<file path="src/rtl/pc_fetch_if.sv">
// Fetch-stage bus: instruction-memory port, EX redirect, and the IF/ID slot
// handed to decode. master = fetch stage, slave = memory/EX/decode side.
interface pc_fetch_if #(
  parameter int CNT_W = 32
);
  logic [31:0]      imem_addr;
  logic [31:0]      imem_instr;
  logic             redirect_vld;
  logic [31:0]      redirect_pc;
  logic             id_ready;
  logic             if_valid;
  logic [31:0]      if_instr;
  logic [31:0]      if_pc;
  logic [31:0]      if_pc4;
  logic             if_fault;
  logic [CNT_W-1:0] fetch_cnt;

  modport master (
    output imem_addr, if_valid, if_instr, if_pc, if_pc4, if_fault, fetch_cnt,
    input  imem_instr, redirect_vld, redirect_pc, id_ready
  );

  modport slave (
    input  imem_addr, if_valid, if_instr, if_pc, if_pc4, if_fault, fetch_cnt,
    output imem_instr, redirect_vld, redirect_pc, id_ready
  );
endinterface

</file>
<file path="src/rtl/pc_fetch.sv">
// Instruction-fetch stage: PC register, combinational imem address, and a
// registered IF/ID slot with valid/ready toward decode, redirect flush and fault slots.
module pc_fetch #(
  parameter logic [31:0] RESET_PC   = 32'h0000_0000,
  parameter int unsigned IMEM_WORDS = 1024,
  parameter int          CNT_W      = 32
) (
  input logic       clk,
  input logic       rst,
  pc_fetch_if.master bus
);
  localparam logic [31:0] IMEM_WORDS_W = 32'(IMEM_WORDS);
  localparam logic [CNT_W-1:0] CNT_ONE = {{(CNT_W-1){1'b0}}, 1'b1};

  typedef struct packed {
    logic        valid;
    logic        fault;
    logic [31:0] instr;
    logic [31:0] pc;
    logic [31:0] pc4;
  } slot_t;

  slot_t            slot_q, slot_d;
  logic [31:0]      pc_q, pc_d;
  logic             misalign_q, misalign_d;
  logic [CNT_W-1:0] cnt_q, cnt_d;
  logic             fire, load, oob;

  assign fire = slot_q.valid & bus.id_ready;
  assign load = ~slot_q.valid | bus.id_ready;
  assign oob  = {2'b00, pc_q[31:2]} >= IMEM_WORDS_W;

  always_comb begin
    slot_d     = slot_q;
    pc_d       = pc_q;
    misalign_d = misalign_q;
    cnt_d      = (fire && cnt_q != '1) ? cnt_q + CNT_ONE : cnt_q;
    if (bus.redirect_vld) begin
      // Flush wins over a same-cycle fire; the fire itself is still counted above.
      pc_d         = {bus.redirect_pc[31:2], 2'b00};
      misalign_d   = |bus.redirect_pc[1:0];
      slot_d.valid = 1'b0;
      slot_d.fault = 1'b0;
    end else if (load) begin
      slot_d.valid = 1'b1;
      slot_d.pc    = pc_q;
      slot_d.pc4   = pc_q + 32'd4;
      if (misalign_q || oob) begin
        // Fault slot repeats until a redirect: pc is parked, decode sees a nop.
        slot_d.fault = 1'b1;
        slot_d.instr = 32'h0000_0000;
      end else begin
        slot_d.fault = 1'b0;
        slot_d.instr = bus.imem_instr;
        pc_d         = pc_q + 32'd4;
      end
    end
  end

  always_ff @(posedge clk) begin
    if (rst) begin
      slot_q     <= '0;
      pc_q       <= RESET_PC;
      misalign_q <= 1'b0;
      cnt_q      <= '0;
    end else begin
      slot_q     <= slot_d;
      pc_q       <= pc_d;
      misalign_q <= misalign_d;
      cnt_q      <= cnt_d;
    end
  end

  assign bus.imem_addr = pc_q;
  assign bus.if_valid  = slot_q.valid;
  assign bus.if_fault  = slot_q.fault;
  assign bus.if_instr  = slot_q.instr;
  assign bus.if_pc     = slot_q.pc;
  assign bus.if_pc4    = slot_q.pc4;
  assign bus.fetch_cnt = cnt_q;
endmodule

</file>
<file path="src/flat_wrapper.sv">
// flat-port wrapper written by rule: the top's interface ports become plain ports
module pc_fetch_flat 
#(
  parameter logic [31:0] RESET_PC   = 32'h0000_0000,
  parameter int unsigned IMEM_WORDS = 1024,
  parameter int          CNT_W      = 32
)
  (clk, rst, bus_imem_addr, bus_if_valid, bus_if_instr, bus_if_pc, bus_if_pc4, bus_if_fault, bus_fetch_cnt, bus_imem_instr, bus_redirect_vld, bus_redirect_pc, bus_id_ready);
  pc_fetch_if #(.CNT_W(CNT_W)) bus_i ();
  input logic clk;
  input logic rst;
  output wire logic [$bits(bus_i.imem_addr)-1:0] bus_imem_addr;
  output wire logic [$bits(bus_i.if_valid)-1:0] bus_if_valid;
  output wire logic [$bits(bus_i.if_instr)-1:0] bus_if_instr;
  output wire logic [$bits(bus_i.if_pc)-1:0] bus_if_pc;
  output wire logic [$bits(bus_i.if_pc4)-1:0] bus_if_pc4;
  output wire logic [$bits(bus_i.if_fault)-1:0] bus_if_fault;
  output wire logic [$bits(bus_i.fetch_cnt)-1:0] bus_fetch_cnt;
  input wire logic [$bits(bus_i.imem_instr)-1:0] bus_imem_instr;
  input wire logic [$bits(bus_i.redirect_vld)-1:0] bus_redirect_vld;
  input wire logic [$bits(bus_i.redirect_pc)-1:0] bus_redirect_pc;
  input wire logic [$bits(bus_i.id_ready)-1:0] bus_id_ready;
  assign bus_imem_addr = bus_i.imem_addr;
  assign bus_if_valid = bus_i.if_valid;
  assign bus_if_instr = bus_i.if_instr;
  assign bus_if_pc = bus_i.if_pc;
  assign bus_if_pc4 = bus_i.if_pc4;
  assign bus_if_fault = bus_i.if_fault;
  assign bus_fetch_cnt = bus_i.fetch_cnt;
  assign bus_i.imem_instr = bus_imem_instr;
  assign bus_i.redirect_vld = bus_redirect_vld;
  assign bus_i.redirect_pc = bus_redirect_pc;
  assign bus_i.id_ready = bus_id_ready;
  pc_fetch #(.RESET_PC(RESET_PC), .IMEM_WORDS(IMEM_WORDS), .CNT_W(CNT_W)) u_core (.clk(clk), .rst(rst), .bus(bus_i));
endmodule
</file>
<file path="config.mk">
export PLATFORM = sky130hd
export DESIGN_NAME = pc_fetch_flat
export DESIGN_NICKNAME = d
export VERILOG_FILES = /design/src/rtl/pc_fetch_if.sv /design/src/rtl/pc_fetch.sv /design/src/flat_wrapper.sv
export SDC_FILE = /design/constraint.sdc
export NUM_CORES = 1
export LEC_CHECK = 0
export CAP_MARGIN = 40
export CORE_ASPECT_RATIO = 0.9
export CORE_MARGIN = 1.5
export CORE_UTILIZATION = 46
export CTS_CLUSTER_DIAMETER = 50
export DETAILED_ROUTE_END_ITERATION = 8
export PLACE_DENSITY_LB_ADDON = 0.25
export SLEW_MARGIN = 30
export SYNTH_ARGS = -nofsm -noshare
export SYNTH_HDL_FRONTEND = slang
export SYNTH_SLANG_ARGS = --single-unit
</file>
<file path="constraint.sdc">
create_clock -name clk -period 2.7 [get_ports clk]
set_input_delay 0.54 -clock clk [delete_from_list [all_inputs] [get_ports clk]]
set_output_delay 0.54 -clock clk [all_outputs]
set_load 0.1 [all_outputs]
</file>
==> reports/metrics.yaml <==
yosys:
  netlist_area_um2: 6661
  ys_ff_latch: 157
  synth_common_cells: "157 x dfxtp_1, 115 x nor2_1, 83 x nand2_1, 55 x a21oi_1, 46 x clkbuf_1"
  yosysWarnings: 0
  postSynth.asyncResetShare: 0
  avgSynthCellArea_um2: 8.454
  ys.flop_type: "dfxtp_1"
  yosysSeqAreaShare: 0.4718
  yosysTopAreaCell: "dfxtp_1"
  synth_edf_count: 0
  yosysMostFrequentCell: "dfxtp_1"
  synth_top_area_share: 0.4718
  netlist_top_cells_area: "dfxtp_1 47%, nor2_1 6.5%, nand2_1 4.7%, a21oi_1 4.1%, a211oi_1 3.9%"
  ys_types: 43
  netlist_instances: 788
power_and_ir_drop:
  ir_drop_uv: 536.2
  switching_power_w: 0.001895
  clock_power_share: 0.386
  p_leak_nw: 3.621
  p_int_w: 0.004074
  p_sw_frac: 0.3175
  power_frac_seq: 0.417
  p_per_area_nw_per_um2: 640.0
  pwr-share-comb: 0.197
layout:
  area_delta_synth_final_pct: 40.01
  layout.nets: 1070
  fillers: 1206
  drive_above_1_share: 0.2305
  final_cell_count_no_fill: 1205
clocking:
  clock_path_buffers: 2
  cts_resized: 0
  clk_latency_ns: 0.42
  numCtsBuffers: 17
  clock-sinks: 157
  post_cts_buffers: 0
  path_clk_slew_ns: 0.06
  cts_tree: "done"
  cts-root-buf: "clkbuf_16"
  cts_hold_buf: 0
  htree_levels: 4
critical_path:
  path_cells: "nand4_1, nor3_1, a41o_1, nor3_1, mux2_1"
  end_kind: "flip-flop"
  cpPeakStageDelay_ns: 0.67
  cp_max_fo: 23
  crit_top_cell: "nor3_1"
  path_class: "reg -> reg"
  startpoint_type: "flip-flop"
  cpMaxStageDelayCell: "a41o_1"
  path_delay_family: "simple AND/OR/NAND/NOR gates"
  critPathBufInv: 0
  arrival_ns: 2.62
  worst_ep_required_time_ns: 3.00
placement:
  dp.cells: 1173
  gp_congestion: 0.8378
  hpwl_mm: 13.09
  portBuffers: 223
drt:
  routed_via_density: 5.364
  drc: 0
  dr.pass1.iters: 5
  vias: 6464
  postRouteAntennaNets: 0
  drt_iter0_markers: 525
  routed_wirelength_mm: 18.81
  wl_per_cell_um: 15.61
grt:
  gr-usage-all-layers: 0.2498
  overflow: 0
  grt_first_pass_wirelength_mm: 30.08
  grt_pass1_vias: 5983
  grt_max_degree: 48
  antenna_found_initial: 1
sta:
  setup_tns_ns: 0
  hold_ws_ns: 0.4538
  fin_crit_ns: 2.312
  post-route-period-util: 0.8563
  worst_pin_slew_ns: 0.6719
  slew_headroom: 0.5520
  slew_violations: 0
  hold_viol_final: 0
  rsz0062_at_grt: "false"
  setup_violations: 0
  fin_skew_ns: 0.007474
  max_freq_mhz: 432.5
floorplan:
  initial_utilization: 0.4722
  std_cell_rows: 41
  die_h_um: 117.2
  ios: 230
  fp.dieW_um: 129.8
  coreArea_um2: 14110
  die_area_um2: 15210
min_path:
  hold_class: "reg -> reg"
run:
  maxCapViolCount: 0
status:
  status: "completed"
## flip-flops by register name, indices dropped and copies added (netlist names)
name                  flops
u_core.misalign_q         1
u_core.bus.if_valid       1
u_core.bus.if_pc4        30
u_core.bus.fetch_cnt     32
u_core.bus.if_fault       1
u_core.bus.if_pc         30
u_core.bus.imem_addr     30
u_core.bus.if_instr      32
## through the flow
step | total power [W] | cell area, um^2 | worst slack [ns] | utilization
2_1_floorplan | 0.003388 | 6690 | 0.001219 | -
3_3_place_gp | 0.003706 | 8758 | 0.3890 | 0.6208
3_5_place_dp | 0.003712 | 8758 | 0.3108 | 0.6208
4_1_cts | 0.006016 | 9324 | 0.4093 | 0.6609
5_1_grt | 0.006175 | 9324 | 0.2468 | 0.6609
6_report | 0.005969 | 9326 | 0.3879 | 0.6611
## worst paths after layout
path	start	slack [ns]	endpoint	cells past startpoint
worst max-delay path	u_core.bus.fetch_cnt[26]$_SDFFE_PP0P_	0.39	u_core.bus.fetch_cnt[17]$_SDFFE_PP0P_	5
worst min register to register	u_core.bus.if_pc[18]$_SDFFE_PP0P_	0.45	u_core.bus.if_pc[18]$_SDFFE_PP0P_	2
worst max register to register	u_core.bus.fetch_cnt[26]$_SDFFE_PP0P_	0.39	u_core.bus.fetch_cnt[17]$_SDFFE_PP0P_	5
worst min-delay path	u_core.bus.if_pc[18]$_SDFFE_PP0P_	0.45	u_core.bus.if_pc[18]$_SDFFE_PP0P_	2
## power groups by stage
| stage | logic (W) | registers, W | clock network (W) |
|---|---|---|---|
| after CTS | 0.00118 | 0.00249 | 0.00235 |
| after global placement | 0.00117 | 0.00253 | 0 |
| after detailed placement | 0.00118 | 0.00254 | 0 |
| after global routing | 0.00123 | 0.00250 | 0.00244 |
| after floorplan | 0.000287 | 0.00310 | 0 |
| final | 0.00118 | 0.00249 | 0.00231 |
## worst reg2reg max path, cell delays in order (launching register included)
cell and delay, ns:
dfxtp_1 0.41, nand4_1 0.29, nor3_1 0.39, a41o_1 0.67, nor3_1 0.11, mux2_1 0.33
## routing by layer
layer  GRT usage  up-vias  wire length [um]
met2      0.3961      212              8639
met4     0.07778        0               258
met3     0.06455       18              1205
met5           0        -                 0
met1      0.3355     3026              8706
li1            -     3208                 -
## logic make-up after synthesis
logic type / share of synthesized area
compound gates: 0.1544
xor+xnor: 0.04733
fa+ha+maj: 0.005635
buf+inv: 0.04677
flops: 0.4718
mux: 0.03343
other cells: 0.0005629
simple gates: 0.2400
## layout make-up
type,instances,area (um^2),share of cell area
well taps,193,241.5,0.02589
flip-flops and latches,157,3153,0.3381
multi-input cells,562,3236,0.3469
inverters,11,41.29,0.004427
repair buffers,250,2087,0.2238
clock buffers,19,442.9,0.04749
clock inverters,12,122.6,0.01315
diodes,1,2.502,0.0002683
## cells in the final DEF (no fill, tap or decap), types with 16 or more instances in the layout
cell type | synthesis | final
nand4_1 | 18 | 18
a21oi_1 | 55 | 55
nor3_1 | 16 | 16
xnor2_1 | 27 | 27
buf_4 | 6 | 180
clkdlybuf4s50_1 | 0 | 65
clkbuf_16 | 0 | 17
a22oi_1 | 32 | 32
or3_1 | 23 | 23
a211oi_1 | 35 | 35
dfxtp_1 | 157 | 149
nand3_1 | 26 | 26
nor2_1 | 115 | 115
nor4_1 | 16 | 16
nand2_1 | 83 | 82
o21ai_0 | 22 | 22
mux2i_1 | 20 | 20
No activity file was read; power rests on OpenSTA's default activity.
